<file path="src/rtl/lcd_pkg.sv">
// Shared LCD types: arbiter state encoding, display geometry and the write payload.
package lcd_pkg;

    localparam int unsigned LCD_ROWS  = 2;
    localparam int unsigned LCD_COLS  = 16;
    localparam int unsigned LCD_ROW_W = 2;
    localparam int unsigned LCD_COL_W = 4;
    localparam int unsigned LCD_CHR_W = 8;

    typedef enum logic [0:0] {
        LCD_ARB_IDLE = 1'b0,
        LCD_ARB_WAIT = 1'b1
    } lcd_arb_state_t;

    // One character write: position plus character code.
    typedef struct packed {
        logic [LCD_ROW_W-1:0] row;
        logic [LCD_COL_W-1:0] col;
        logic [LCD_CHR_W-1:0] chr;
    } lcd_wr_t;

endpackage

</file>
<file path="src/rtl/lcd_write_arbiter_if.sv">
// Requester-side and driver-side handshake bundle of the LCD write arbiter.
interface lcd_write_arbiter_if
    import lcd_pkg::*;
#(
    parameter int unsigned N_REQ = 4
) ();

    logic [N_REQ-1:0]           req_en;
    logic [N_REQ-1:0]           req_valid;
    logic [LCD_ROW_W*N_REQ-1:0] req_row_flat;
    logic [LCD_COL_W*N_REQ-1:0] req_col_flat;
    logic [LCD_CHR_W*N_REQ-1:0] req_char_flat;
    logic [N_REQ-1:0]           req_busy;
    logic [N_REQ-1:0]           req_done;

    logic                       drv_req;
    logic [LCD_ROW_W-1:0]       drv_row;
    logic [LCD_COL_W-1:0]       drv_col;
    logic [LCD_CHR_W-1:0]       drv_char;
    logic                       drv_busy;
    logic                       drv_done;

    // Screens and LCD driver side.
    modport master (
        output req_en, req_valid, req_row_flat, req_col_flat, req_char_flat,
        output drv_busy, drv_done,
        input  req_busy, req_done,
        input  drv_req, drv_row, drv_col, drv_char
    );

    // Arbiter side.
    modport slave (
        input  req_en, req_valid, req_row_flat, req_col_flat, req_char_flat,
        input  drv_busy, drv_done,
        output req_busy, req_done,
        output drv_req, drv_row, drv_col, drv_char
    );

endinterface

</file>
<file path="src/rtl/rr_pick.sv">
// Round-robin first-set search: lowest set index at or after rr_ptr, with wrap.
module rr_pick #(
    parameter int unsigned N = 4,
    localparam int unsigned IDX_W = $clog2(N)
) (
    input  logic [N-1:0]     pend,
    input  logic [IDX_W-1:0] rr_ptr,
    output logic [IDX_W-1:0] idx,
    output logic             any
);

    // Scan N positions starting at rr_ptr; first hit wins.
    always_comb begin
        idx = '0;
        any = 1'b0;
        for (int unsigned k = 0; k < N; k++) begin
            int unsigned j;
            j = 32'(rr_ptr) + k;
            if (j >= N) begin
                j = j - N;
            end
            if (!any && pend[IDX_W'(j)]) begin
                any = 1'b1;
                idx = IDX_W'(j);
            end
        end
    end

endmodule

</file>
<file path="src/rtl/lcd_write_arbiter.sv">
// Shares the LCD driver character-write port among N_REQ screens: one buffered
// write per requester, round-robin grant, done routing and a WAIT watchdog.
module lcd_write_arbiter
    import lcd_pkg::*;
#(
    parameter int unsigned N_REQ       = 4,
    parameter int unsigned TIMEOUT_CYC = 65535
) (
    input  logic                clk,
    input  logic                rst_n,
    lcd_write_arbiter_if.slave  bus,
    input  logic                err_clr,
    output logic                ovf_err,
    output logic                tmo_err
);

    localparam int unsigned IDX_W = $clog2(N_REQ);
    localparam int unsigned CNT_W = $clog2(TIMEOUT_CYC);
    localparam logic [CNT_W-1:0] CNT_LAST = CNT_W'(TIMEOUT_CYC - 1);
    localparam logic [IDX_W-1:0] IDX_LAST = IDX_W'(N_REQ - 1);

    lcd_arb_state_t           state_q, state_d;
    logic [N_REQ-1:0]         pend_q, pend_d;
    lcd_wr_t [N_REQ-1:0]      slot_q, slot_d;
    logic [IDX_W-1:0]         owner_q, owner_d;
    logic [IDX_W-1:0]         rr_ptr_q, rr_ptr_d;
    logic [CNT_W-1:0]         cnt_q, cnt_d;
    logic                     drv_req_q, drv_req_d;
    lcd_wr_t                  drv_q, drv_d;
    logic [N_REQ-1:0]         done_q, done_d;
    logic                     ovf_q, ovf_d;
    logic                     tmo_q, tmo_d;

    logic [N_REQ-1:0]         busy_c;
    logic [IDX_W-1:0]         pick_idx;
    logic                     pick_any;
    logic [IDX_W-1:0]         ptr_after_owner;
    logic                     grant;
    logic                     ovf_evt;
    logic                     tmo_evt;

    rr_pick #(.N(N_REQ)) u_pick (
        .pend   (pend_q),
        .rr_ptr (rr_ptr_q),
        .idx    (pick_idx),
        .any    (pick_any)
    );

    // Busy: slot pending, or this requester owns the transaction in flight.
    always_comb begin
        for (int unsigned i = 0; i < N_REQ; i++) begin
            busy_c[i] = pend_q[i] | ((state_q == LCD_ARB_WAIT) && (owner_q == IDX_W'(i)));
        end
    end

    assign ptr_after_owner = (owner_q == IDX_LAST) ? '0 : owner_q + IDX_W'(1);

    // Next state: grant/complete/timeout, slot capture and sticky errors.
    always_comb begin
        state_d   = state_q;
        pend_d    = pend_q;
        slot_d    = slot_q;
        owner_d   = owner_q;
        rr_ptr_d  = rr_ptr_q;
        cnt_d     = cnt_q;
        drv_req_d = 1'b0;
        drv_d     = drv_q;
        done_d    = '0;
        grant     = 1'b0;
        ovf_evt   = 1'b0;
        tmo_evt   = 1'b0;

        case (state_q)
            LCD_ARB_IDLE: begin
                if (pick_any && !bus.drv_busy) begin
                    grant     = 1'b1;
                    state_d   = LCD_ARB_WAIT;
                    owner_d   = pick_idx;
                    drv_d     = slot_q[pick_idx];
                    drv_req_d = 1'b1;
                    cnt_d     = '0;
                end
            end
            LCD_ARB_WAIT: begin
                if (bus.drv_done) begin
                    done_d[owner_q] = 1'b1;
                    rr_ptr_d        = ptr_after_owner;
                    state_d         = LCD_ARB_IDLE;
                end else if (cnt_q == CNT_LAST) begin
                    done_d[owner_q] = 1'b1;
                    rr_ptr_d        = ptr_after_owner;
                    tmo_evt         = 1'b1;
                    state_d         = LCD_ARB_IDLE;
                end else begin
                    cnt_d = cnt_q + CNT_W'(1);
                end
            end
            default: state_d = LCD_ARB_IDLE;
        endcase

        for (int unsigned i = 0; i < N_REQ; i++) begin
            if (!bus.req_en[i]) begin
                pend_d[i] = 1'b0;
            end else if (bus.req_valid[i]) begin
                if (busy_c[i]) begin
                    ovf_evt = 1'b1;
                end else begin
                    pend_d[i]     = 1'b1;
                    slot_d[i].row = bus.req_row_flat[LCD_ROW_W*i +: LCD_ROW_W];
                    slot_d[i].col = bus.req_col_flat[LCD_COL_W*i +: LCD_COL_W];
                    slot_d[i].chr = bus.req_char_flat[LCD_CHR_W*i +: LCD_CHR_W];
                end
            end
        end

        // A granted slot was busy, so no capture can collide with this clear.
        if (grant) begin
            pend_d[pick_idx] = 1'b0;
        end

        ovf_d = (ovf_q & ~err_clr) | ovf_evt;
        tmo_d = (tmo_q & ~err_clr) | tmo_evt;
    end

    // State and output registers.
    always_ff @(posedge clk or negedge rst_n) begin
        if (!rst_n) begin
            state_q   <= LCD_ARB_IDLE;
            pend_q    <= '0;
            slot_q    <= '0;
            owner_q   <= '0;
            rr_ptr_q  <= '0;
            cnt_q     <= '0;
            drv_req_q <= 1'b0;
            drv_q     <= '0;
            done_q    <= '0;
            ovf_q     <= 1'b0;
            tmo_q     <= 1'b0;
        end else begin
            state_q   <= state_d;
            pend_q    <= pend_d;
            slot_q    <= slot_d;
            owner_q   <= owner_d;
            rr_ptr_q  <= rr_ptr_d;
            cnt_q     <= cnt_d;
            drv_req_q <= drv_req_d;
            drv_q     <= drv_d;
            done_q    <= done_d;
            ovf_q     <= ovf_d;
            tmo_q     <= tmo_d;
        end
    end

    assign bus.req_busy = busy_c;
    assign bus.req_done = done_q;
    assign bus.drv_req  = drv_req_q;
    assign bus.drv_row  = drv_q.row;
    assign bus.drv_col  = drv_q.col;
    assign bus.drv_char = drv_q.chr;
    assign ovf_err      = ovf_q;
    assign tmo_err      = tmo_q;

endmodule

</file>
<file path="src/flat_wrapper.sv">
// flat-port wrapper written by rule: the top's interface ports become plain ports
module lcd_write_arbiter_flat import lcd_pkg::*;
#(
    parameter int unsigned N_REQ       = 4,
    parameter int unsigned TIMEOUT_CYC = 65535
)
  (clk, rst_n, err_clr, ovf_err, tmo_err, bus_req_en, bus_req_valid, bus_req_row_flat, bus_req_col_flat, bus_req_char_flat, bus_drv_busy, bus_drv_done, bus_req_busy, bus_req_done, bus_drv_req, bus_drv_row, bus_drv_col, bus_drv_char);
  lcd_write_arbiter_if #(.N_REQ(N_REQ)) bus_i ();
  input  logic clk;
  input  logic rst_n;
  input  logic err_clr;
  output logic ovf_err;
  output logic tmo_err;
  input wire logic [$bits(bus_i.req_en)-1:0] bus_req_en;
  input wire logic [$bits(bus_i.req_valid)-1:0] bus_req_valid;
  input wire logic [$bits(bus_i.req_row_flat)-1:0] bus_req_row_flat;
  input wire logic [$bits(bus_i.req_col_flat)-1:0] bus_req_col_flat;
  input wire logic [$bits(bus_i.req_char_flat)-1:0] bus_req_char_flat;
  input wire logic [$bits(bus_i.drv_busy)-1:0] bus_drv_busy;
  input wire logic [$bits(bus_i.drv_done)-1:0] bus_drv_done;
  output wire logic [$bits(bus_i.req_busy)-1:0] bus_req_busy;
  output wire logic [$bits(bus_i.req_done)-1:0] bus_req_done;
  output wire logic [$bits(bus_i.drv_req)-1:0] bus_drv_req;
  output wire logic [$bits(bus_i.drv_row)-1:0] bus_drv_row;
  output wire logic [$bits(bus_i.drv_col)-1:0] bus_drv_col;
  output wire logic [$bits(bus_i.drv_char)-1:0] bus_drv_char;
  assign bus_i.req_en = bus_req_en;
  assign bus_i.req_valid = bus_req_valid;
  assign bus_i.req_row_flat = bus_req_row_flat;
  assign bus_i.req_col_flat = bus_req_col_flat;
  assign bus_i.req_char_flat = bus_req_char_flat;
  assign bus_i.drv_busy = bus_drv_busy;
  assign bus_i.drv_done = bus_drv_done;
  assign bus_req_busy = bus_i.req_busy;
  assign bus_req_done = bus_i.req_done;
  assign bus_drv_req = bus_i.drv_req;
  assign bus_drv_row = bus_i.drv_row;
  assign bus_drv_col = bus_i.drv_col;
  assign bus_drv_char = bus_i.drv_char;
  lcd_write_arbiter #(.N_REQ(N_REQ), .TIMEOUT_CYC(TIMEOUT_CYC)) u_core (.clk(clk), .rst_n(rst_n), .bus(bus_i), .err_clr(err_clr), .ovf_err(ovf_err), .tmo_err(tmo_err));
endmodule
</file>
<file path="config.mk">
export PLATFORM = sky130hd
export DESIGN_NAME = lcd_write_arbiter_flat
export DESIGN_NICKNAME = d
export VERILOG_FILES = /design/src/rtl/lcd_pkg.sv /design/src/rtl/lcd_write_arbiter_if.sv /design/src/rtl/rr_pick.sv /design/src/rtl/lcd_write_arbiter.sv /design/src/flat_wrapper.sv
export SDC_FILE = /design/constraint.sdc
export NUM_CORES = 1
export LEC_CHECK = 0
export CAP_MARGIN = 20
export CORE_UTILIZATION = 40
export CTS_CLUSTER_SIZE = 25
export DETAILED_ROUTE_END_ITERATION = 10
export PLACE_DENSITY = 0.7
export SLEW_MARGIN = 15
export SYNTH_ARGS = -nofsm -noshare
export SYNTH_HDL_FRONTEND = slang
export SYNTH_SLANG_ARGS = --single-unit
</file>
<file path="constraint.sdc">
create_clock -name clk -period 5.3 [get_ports clk]
set_clock_uncertainty 0.15 [all_clocks]
set_input_delay 0.53 -clock clk [delete_from_list [all_inputs] [get_ports clk]]
set_output_delay 0.53 -clock clk [all_outputs]
set_load 0.01 [all_outputs]
</file>
==> results of run 1 <==
Yosys cell counts (all sizes together), types with 3 or more instances:
cell	count
dfrtp	102
mux2i	35
nor2	20
nand2	34
inv	11
a21oi	8
a21o	3
nand3	8
nand2b	6
nor2b	3
o21ai	7
nand4	6
ha	6
buf	14
o221ai	14
a31oi	3
a21boi	5
mux2	58
xor2	5
clkbuf	3
worst max-delay path: cells and delay by family, from the launching register on:
kind / cells / cell delay, ns
buffers and inverters: 1 / 0.28
AOI/OAI and AO/OA: 1 / 0.19
DFF: 1 / 0.45
and+or+nand+nor: 3 / 1.52
power groups by stage:
stage	Clock (mW)	Combinational, mW	Sequential, mW
6_report	0.626	0.909	1.20
4_1_cts	0.645	0.927	1.20
2_1_floorplan	0	0.561	1.19
5_1_grt	0.676	0.991	1.24
3_5_place_dp	0	0.924	1.22
3_3_place_gp	0	0.903	1.21
routing by layer:
metal | vias up | track usage | wire, um | part of all wire
met5 | - | 0 | 0 | 0
li1 | 1519 | - | - | -
met2 | 95 | 0.314 | 5130 | 0.49
met3 | 11 | 0.0445 | 648 | 0.062
met4 | 0 | 0.0610 | 106 | 0.010
met1 | 1619 | 0.239 | 4600 | 0.44
layout make-up:
| cell class | instances | area, um2 |
|---|---|---|
| fill | 1002 | 5380 |
| sequential | 102 | 2550 |
| multi-input combinational | 243 | 1960 |
| timing repair buffer | 98 | 966 |
| clock buffer | 9 | 225 |
| tap | 143 | 179 |
| clock inverter | 7 | 58.8 |
| inverter | 12 | 50.0 |
cell families (layout without fill, tap and decap cells):
kind of cell / after synthesis / after routing / share of synthesized area
compound gates: 49 / 49 / 0.0787
simple gates: 88 / 88 / 0.0940
xor+xnor: 7 / 7 / 0.0132
mux: 93 / 93 / 0.217
flops: 102 / 102 / 0.548
fa+ha+maj: 6 / 6 / 0.0161
buf+inv: 29 / 126 / 0.0333
worst max-delay path by stage:
stage | from | to | slack, ns
after global routing | u_core.pend_q[1] | u_core.bus.drv_col[3] | 2.20
after CTS | u_core.pend_q[1] | u_core.bus.drv_col[3] | 2.53
after global placement | bus_drv_busy | u_core.bus.drv_char[0] | 2.33
final | u_core.pend_q[1] | u_core.bus.drv_col[3] | 2.54
after detailed placement | bus_drv_busy | u_core.bus.drv_col[3] | 2.27
after floorplan | u_core.owner_q[0] | u_core.slot_q[28] | 3.27
state kept, by name, indices dropped and copies added (netlist names):
name                 cells
u_core.bus.req_done      4
u_core.cnt_q            16
u_core.bus.drv_col       4
u_core.slot_q           56
u_core.bus.drv_char      8
u_core.owner_q           2
u_core.bus.drv_req       1
u_core.ovf_err           1
u_core.bus.drv_row       2
u_core.pend_q            4
u_core.tmo_err           1
u_core.state_q           1
u_core.rr_ptr_q          2
per-stage QoR:
step | instance area [um2] | total power, mW | worst slack [ns]
floorplan | 4660 | 1.75 | 3.27
global placement | 5710 | 2.11 | 2.33
detailed placement | 5710 | 2.14 | 2.27
CTS | 5990 | 2.78 | 2.53
global route | 5990 | 2.91 | 2.20
finish | 5990 | 2.74 | 2.54
==> summary.txt, run 1 <==
Timing
  • Slew HR: 0.318
  • Worst-Margin Slew: 1.02 ns
  • Setup total negative slack: 0 ns
  • Final slew viol count: 0
  • Worst hold margin: 0.0626 ns
  • RSZ-0062 raised after global routing: false
  • Fmax: 362 MHz
  • Final setup fails: 0
  • Min Tclk post-route: 2.76 ns
  • Fin. Hold Viols: 0
  • Period Utilization, post-route: 0.521

GRT
  • Largest net degree at the start of global routing: 53
  • Gr ovfl total: 0
  • Initial antenna violation count: 0
  • GRT Overall Usage: 0.188
  • First-pass GRT wire length: 16700 um
  • Vias in the first global route: 3320

Placement
  • GPL Wtd Cong: 0.868
  • HPWL Detailed: 7440 um
  • PortBufs: 93
  • Cells after DPL: 598

Die
  • Die W: 110 um
  • Initial Util: 0.410
  • Num ports: 94
  • Die Y: 110 um
  • Full die area: 12100 um2
  • CORE AREA: 11400 um2
  • Row count: 39

Yosys
  • Post-synth top area share: 0.548
  • Ys flop type: dfrtp_1
  • Yosys warns: 0
  • Ys async rst share: 1.00
  • Register area share after synthesis: 0.548
  • Synth unique cells: 46
  • Yosys top cell by area: dfrtp_1
  • Synthesized flop and latch total: 102
  • Post-synth EDFFs: 0
  • Ranking of synthesized cells by area: dfrtp_1 55%, mux2_2 14%, mux2i_1 7.5%
  • Mapped Area: 4660 um2
  • Mapped Cells: 374
  • Mapped Nets: 449
  • Mean post-synth cell area: 12.5 um2

Power and ir drop
  • Reg power frac: 0.440
  • Worst VDD drop: 0.243 mV
  • Pwr Density: 457 nW/um2
  • Combinational share of power: 0.332
  • Switch share: 0.323
  • Power Internal: 1.85 mW
  • Clk pwr share: 0.229
  • Psw: 0.886 mW
  • LEAKAGE: 2.66 nW

Drt
  • Total number of vias: 3244
  • Wire length per cell: 17.1 um
  • Antenna viol nets, final: 0
  • Via density: 5.28
  • Drt drc: 0
  • DR pass1 iterations: 4
  • Iter 0 DRT Violations: 125
  • Final WL: 10500 um

Critical path
  • Crit start category: flip-flop
  • Reg2reg end: u_core.bus.drv_col[3]
  • Crit path cell chain: nor4_1 > or3_1 > clkinv_4 > nand2_1 > o221ai_1
  • Crit path capture type: flip-flop
  • Worst setup path class: flip-flop to flip-flop
  • Critical register-to-register path startpoint: u_core.pend_q[1]
  • Reg2Reg Setup Slack: 2.54 ns
  • CP max-delay cell: or3_1
  • WP data arrival: 2.80 ns
  • Cell count of the worst reg-to-reg path: 5
  • Crit path largest cell delay: 0.82 ns
  • Crit path required time: 5.34 ns
  • CP max FO: 28

Clocking
  • Reg clk slew, reported paths: 0.07 ns
  • Root Buffer: clkbuf_16
  • Clk sink count: 102
  • CTS H-tree depth: 3
  • CTS tree: yes
  • Worst-Skew Late Latency: 0.34 ns
  • Setup bufs post-CTS: 0
  • Hold Buf Count CTS: 0
  • CTS resizes: 0
  • CTS Buffer Depth: 2
  • Total CTS buffers: 9

Final layout
  • Ant. Diodes: 0
  • Layout area overhead: 28.6%
  • Core Util, Final: 0.527
  • Final net count: 541
  • Commonest non-fill, non-tap cell in the layout: dfrtp_1
  • Layout cells sized above 1: 0.189
  • Post-route insts no fill: 614
  • Most frequent cells in the layout: 102 x dfrtp_1, 92 x clkdlybuf4s50_1, 56 x mux2_2, 35 x mux2i_1, 33 x nand2_1

Status
  • Outcome: completed

Run
  • Max Cap Viol: 0

Min path
  • Worst hold path class: input pin to async pin
(Power assumes the default switching activity.)
==> inputs of run 2 (changes only) <==
- PLACE_DENSITY: 0.7 -> 0.72
- clock period: 5.3 -> 2.2 ns (I/O delays scaled with it)
==> run 2 against run 1 <==
Compared with the run above:
- first-iteration DRC count is 34% higher
- non-clock buffer count rose by 6
- die area unchanged
- design area up 3.1%
- flip-flop and latch count unchanged
- total power grew to 2.5 times the previous value
- core utilization up 1.6 points
- highest routed layer unchanged
- via count grew 0.80%
- routed wire length rose by 0.89%
==> summary.txt, run 2 (same netlist as run 1, synthesis figures left out) <==
Critical path
  • CP max FO: 5 (-82%)
  • Critical register-to-register path startpoint: u_core.cnt_q[0]
  • CP max-delay cell: clkdlybuf4s50_1
  • Critical Path Start: u_core.owner_q[0]
  • Crit start category: flip-flop
  • Crit path required time: 1.83 ns (-3.51 ns)
  • Crit path cell chain: inv_1 > ha_2 > a21oi_2 > inv_1 > clkdlybuf4s50_1
  • Crit path largest cell delay: 0.53 ns (-0.29 ns)
  • Worst setup path class: flip-flop to output pin
  • Crit path capture type: output pin
  • WP data arrival: 1.75 ns (-1.05 ns)
  • Most frequent CP cell: inv_1

GRT
  • First-pass GRT wire length: 17000 um (+1.9%)
  • Largest net degree at the start of global routing: 44 (-17%)
  • Vias in the first global route: 3346 (+0.78%)
  • Gr ovfl total: 0 (unchanged)
  • Initial antenna violation count: 0 (unchanged)
  • GRT Overall Usage: 0.188 (+0.000472)

Drt
  • Wire length per cell: 17.1 um (about the same)
  • Via density: 5.28 (about the same)
  • Antenna viol nets, final: 0 (unchanged)
  • Final WL: 10600 um (+0.89%)
  • Iter 0 DRT Violations: 167 (+34%)
  • Total number of vias: 3270 (+0.80%)
  • DR pass1 iterations: 5 (+1)
  • Drt drc: 0 (unchanged)

Timing
  • Period Utilization, post-route: 0.965
  • Worst hold margin: 0.215 ns (+0.153 ns)
  • Setup total negative slack: 0 ns (unchanged)
  • Fmax: 471 MHz
  • Fin. Hold Viols: 0 (unchanged)
  • Final slew viol count: 0 (unchanged)
  • Worst-Margin Slew: 0.488 ns (-0.535 ns)
  • Slew HR: 0.675 (+0.357)
  • Min Tclk post-route: 2.12 ns
  • Final setup fails: 0 (unchanged)

Die
  • Initial Util: 0.410 (unchanged)
  • Num ports: 94 (unchanged)
  • Die Y: 110 um (unchanged)
  • Row count: 39 (unchanged)
  • Full die area: 12100 um2 (unchanged)
  • Die W: 110 um (unchanged)
  • CORE AREA: 11400 um2 (unchanged)

Clocking
  • Root Buffer: clkbuf_16
  • CTS Buffer Depth: 2 (unchanged)
  • Clk sink count: 102 (unchanged)
  • CTS H-tree depth: 3 (unchanged)
  • Worst-Skew Late Latency: 0.34 ns (about the same)
  • Total CTS buffers: 9 (unchanged)
  • Reg clk slew, reported paths: 0.07 ns (about the same)
  • CTS tree: yes

Power and ir drop
  • Clk pwr share: 0.245 (+0.016)
  • Switch share: 0.308 (-0.0150)
  • Worst VDD drop: 0.730 mV (+200%)
  • Reg power frac: 0.422 (-0.018)
  • LEAKAGE: 2.75 nW (+3.3%)
  • Combinational share of power: 0.333 (about the same)
  • Pwr Density: 1120 nW/um2 (+140%)
  • Psw: 2.13 mW (+140%)
  • Power Internal: 4.78 mW (+160%)

Min path
  • Worst hold path class: input pin to async pin

Final layout
  • Layout area overhead: 32.5%
  • Commonest non-fill, non-tap cell in the layout: dfrtp_1
  • Layout cells sized above 1: 0.212 (+0.0232)
  • Final net count: 547 (+1.1%)
  • Non-Filler Cell Area, Final: 6180 um2 (+3.1%)
  • Reg with most FFs: u_core.slot_q
  • Ant. Diodes: 0 (unchanged)
  • Most frequent cells in the layout: 101 x dfrtp_1, 90 x clkdlybuf4s50_1, 56 x mux2_2, 35 x mux2i_1, 32 x nand2_1
  • Max reg flops: 56 (unchanged)

Run
  • Max Cap Viol: 0 (unchanged)

Status
  • Outcome: completed

Placement
  • GPL Wtd Cong: 0.859 (-0.96%)
  • PortBufs: 93 (unchanged)
  • Placed Area: 5820 um2 (+2.0%)
  • HPWL Detailed: 7680 um (+3.2%)
==> run 2: cell types whose count changed in the layout (fill, tap and decap cells not counted), moves of 2 or more <==
cell and change:
ha_1 -3, clkdlybuf4s50_1 -2, inv_8 -2, bufinv_16 +2, a21oi_2 +3, a21oi_1 -3, buf_12 +6, inv_6 +2
ha_2 +3, dlymetal6s2s_1 +2
==> run 2: cell type report <==
type | instances | area (um2)
Multi-Input combinational cell | 243 | 1980
Timing Repair Buffer | 104 | 1090
Clock inverter | 6 | 92.6
Sequential cell | 102 | 2550
Inverter | 12 | 50.0
Clock buffer | 9 | 225
Fill cell | 978 | 5190
Tap cell | 143 | 179
==> run 2: power groups by stage <==
stage | Combinational (mW) | Clock [mW] | Sequential [mW]
after floorplan | 1.35 | 0 | 2.86
after global placement | 2.25 | 0 | 2.90
after detailed placement | 2.31 | 0 | 2.93
after CTS | 2.32 | 1.73 | 2.91
after global routing | 2.50 | 1.82 | 3.00
final | 2.30 | 1.69 | 2.91
==> run 2: path summary, 6_finish.rpt <==
path | to | slack [ns] | cells past startpoint
setup / recovery | bus_req_busy[2] | 0.08 | 5
hold / removal | u_core.cnt_q[12] | 0.22 | 2
setup reg to reg | u_core.rr_ptr_q[1] | 0.18 | 7
hold reg to reg | u_core.bus.drv_char[1] | 0.35 | 2
max in group asynchronous | u_core.slot_q[7] | 0.98 | 3
min in group clk | u_core.slot_q[18] | 0.33 | 2
==> run 2: critical path, delay by kind of cell (launching register included) <==
kind                     cells  cell delay, ns
adder cells (fa/ha/maj)      1            0.20
buffers and inverters        3            0.71
flip-flops                   1            0.44
AO/OA/AOI/OAI                1            0.06
==> run 2: timing repair <==
item                                   in CTS  in global routing
endpoints found under the hold margin      32                  0
hold buffers                                1                  0
buffers inserted                            0                  0
gates resized for setup                     0                 10
setup endpoints to repair                   0                 11
==> run 2: metrics by stage <==
stage	total power, mW	utilization	cells	worst slack (ns)
global route	7.32	0.543	619	-0.00408
floorplan	4.22	-	374	0.173
global placement	5.14	0.512	603	0.181
finish	6.91	0.543	619	0.0779
detailed placement	5.24	0.512	603	0.123
CTS	6.96	0.541	619	0.00198
==> run 2: routing by layer <==
| metal | global-route usage | part of all wire | vias to the layer above |
|---|---|---|---|
| li1 | - | - | 1535 |
| met1 | 0.248 | 0.43 | 1613 |
| met2 | 0.296 | 0.49 | 112 |
| met3 | 0.0611 | 0.074 | 10 |
| met4 | 0.0524 | 0.015 | 0 |
| met5 | 0 | 0 | - |
==> inputs of run 3 (changes only) <==
- SETUP_SLACK_MARGIN: default -> 0.05
==> run 3 against run 2 <==
Compared with the run above:
- sequential power about the same
- first-iteration DRC count down 11%
- critical path type unchanged
- sequential share of layout area down 0.067 points
- largest power group unchanged
- global-route usage about the same
- total power up 0.32%
- via count up 0.89%
- design area up 0.16%
- flip-flop and latch count unchanged
- final cell count up 0.16%
- non-clock buffer count up 1
- die area unchanged
==> summary.txt, run 3 (same netlist as run 1, synthesis figures left out) <==
Final layout
  • Layout area overhead: 32.8%
  • Fill cells: 972 (-0.61%)
  • Final net count: 548 (+0.18%)
  • Ant. Diodes: 0 (unchanged)
  • Most frequent cells in the layout: 101 x dfrtp_1, 89 x clkdlybuf4s50_1, 56 x mux2_2, 33 x mux2i_1, 32 x nand2_1
  • Reg with most FFs: u_core.slot_q
  • Non-Filler Cell Area, Final: 6190 um2 (+0.16%)
  • Commonest non-fill, non-tap cell in the layout: dfrtp_1
  • Layout cells sized above 1: 0.220 (+0.00794)
  • Max reg flops: 56 (unchanged)

Drt
  • Total number of vias: 3299 (+0.89%)
  • Antenna viol nets, final: 0 (unchanged)
  • Final WL: 10500 um (-0.49%)
  • Drt drc: 0 (unchanged)
  • Wire length per cell: 17.0 um (-0.65%)
  • Via density: 5.32 (+0.72%)
  • DR pass1 iterations: 5 (unchanged)
  • Iter 0 DRT Violations: 149 (-11%)

Clocking
  • Total CTS buffers: 9 (unchanged)
  • Reg clk slew, reported paths: 0.07 ns (about the same)
  • CTS H-tree depth: 3 (unchanged)
  • CTS tree: yes
  • Worst-Skew Late Latency: 0.34 ns (about the same)
  • CTS Buffer Depth: 2 (unchanged)
  • Root Buffer: clkbuf_16
  • Clk sink count: 102 (unchanged)

Power and ir drop
  • Clk pwr share: 0.244 (about the same)
  • Switch share: 0.308 (about the same)
  • Reg power frac: 0.422 (about the same)
  • Worst VDD drop: 0.729 mV (-0.19%)
  • LEAKAGE: 2.74 nW (-0.29%)
  • Tot Pwr: 6.93 mW (+0.32%)
  • Pwr Density: 1120 nW/um2 (+0.16%)
  • Power Internal: 4.79 mW (+0.31%)
  • Psw: 2.14 mW (+0.35%)
  • Combinational share of power: 0.334 (about the same)

Critical path
  • CP max FO: 5 (unchanged)
  • Crit path cell chain: ha_2 > a21oi_2 > inv_1 > clkdlybuf4s50_1
  • Crit path required time: 1.83 ns (about the same)
  • Crit path largest cell delay: 0.53 ns (about the same)
  • Crit start category: flip-flop
  • CP max-delay cell: clkdlybuf4s50_1
  • Worst setup path class: flip-flop to output pin
  • Cell count of the worst reg-to-reg path: 7 (unchanged)
  • WP data arrival: 1.67 ns (-0.08 ns)
  • Crit path capture type: output pin

Die
  • Row count: 39 (unchanged)
  • Initial Util: 0.410 (unchanged)
  • Full die area: 12100 um2 (unchanged)
  • CORE AREA: 11400 um2 (unchanged)
  • Num ports: 94 (unchanged)
  • Die Y: 110 um (unchanged)
  • Die W: 110 um (unchanged)

Timing
  • Final WS setup: 0.157 ns (+0.0786 ns)
  • Fin. Hold Viols: 0 (unchanged)
  • Final slew viol count: 0 (unchanged)
  • Min Tclk post-route: 2.04 ns (-0.0786 ns)
  • Setup total negative slack: 0 ns (unchanged)
  • Fmax: 489 MHz (+3.8%)
  • Final setup fails: 0 (unchanged)
  • RSZ-0062 raised after global routing: false
  • Slew HR: 0.688 (+0.0131)
  • Period Utilization, post-route: 0.929 (-0.0357)
  • Worst-Margin Slew: 0.467 ns (-0.0212 ns)

Placement
  • Placed Area: 5820 um2 (unchanged)
  • Pre-CTS setup slack: 0.123 ns (unchanged)
  • PortBufs: 93 (unchanged)
  • HPWL Detailed: 7680 um (unchanged)
  • GPL Wtd Cong: 0.859 (unchanged)

GRT
  • Initial antenna violation count: 0 (unchanged)
  • First-pass GRT wire length: 17000 um (+0.20%)
  • Gr ovfl total: 0 (unchanged)
  • Vias in the first global route: 3357 (+0.33%)
  • GRT Overall Usage: 0.188 (+0.000384)
  • Largest net degree at the start of global routing: 44 (unchanged)

Status
  • Outcome: completed

Run
  • Max Cap Viol: 0 (unchanged)

Min path
  • Worst hold path class: input pin to async pin
==> run 3: critical path: cells and delay by family, from the launching register on <==
kind | cells | cell delay (ns)
adder cells (fa/ha/maj) | 1 | 0.24
buffers and inverters | 2 | 0.61
AO/OA/AOI/OAI | 1 | 0.06
flip-flops | 1 | 0.42
==> run 3: cell type report <==
type                            instances  area [um2]  area share
Inverter                               12        50.0     0.00809
Clock inverter                          6        92.6      0.0150
Tap cell                              143         179      0.0289
Multi-Input combinational cell        243        1990       0.322
Timing Repair Buffer                  105        1100       0.177
Sequential cell                       102        2550       0.413
Clock buffer                            9         225      0.0364
==> run 3: per-layer routing <==
layer / wire (um) / vias to the layer above / track usage
li1: - / 1541 / -
met1: 4460 / 1608 / 0.247
met2: 4960 / 131 / 0.298
met3: 885 / 19 / 0.0611
met4: 221 / 0 / 0.0524
met5: 0 / - / 0
==> run 3: timing repair <==
item	CTS	global route
hold endpoints to repair	32	0
hold buffers	1	0
pin swaps	0	0
endpoints found under the setup margin	3	16
gates resized for setup	6	8
buffers inserted	1	0
==> run 3: power by group through the flow <==
stage,clock network [mW],logic [mW],registers (mW)
finish,1.69,2.32,2.92
detailed placement,0,2.31,2.93
global route,1.82,2.52,3.01
CTS,1.73,2.33,2.91
floorplan,0,1.35,2.86
global placement,0,2.25,2.90
==> run 3: per-stage QoR <==
stage	utilization	hold slack (ns)	cells
finish	0.544	0.217	620
global route	0.544	0.270	620
CTS	0.542	0.234	620
detailed placement	0.512	0.0503	603
global placement	0.512	0.0458	603
floorplan	-	-0.226	374
==> run 3: worst paths after layout <==
kind	slack (ns)	from	endpoint
max in group asynchronous	0.98	rst_n	u_core.slot_q[24]
setup / recovery	0.16	u_core.owner_q[0]	bus_req_busy[3]
min in group clk	0.34	bus_req_char_flat[12]	u_core.slot_q[18]
hold reg to reg	0.35	u_core.bus.drv_char[1]	u_core.bus.drv_char[1]
hold / removal	0.22	rst_n	u_core.cnt_q[12]
setup reg to reg	0.20	u_core.cnt_q[0]	u_core.rr_ptr_q[1]
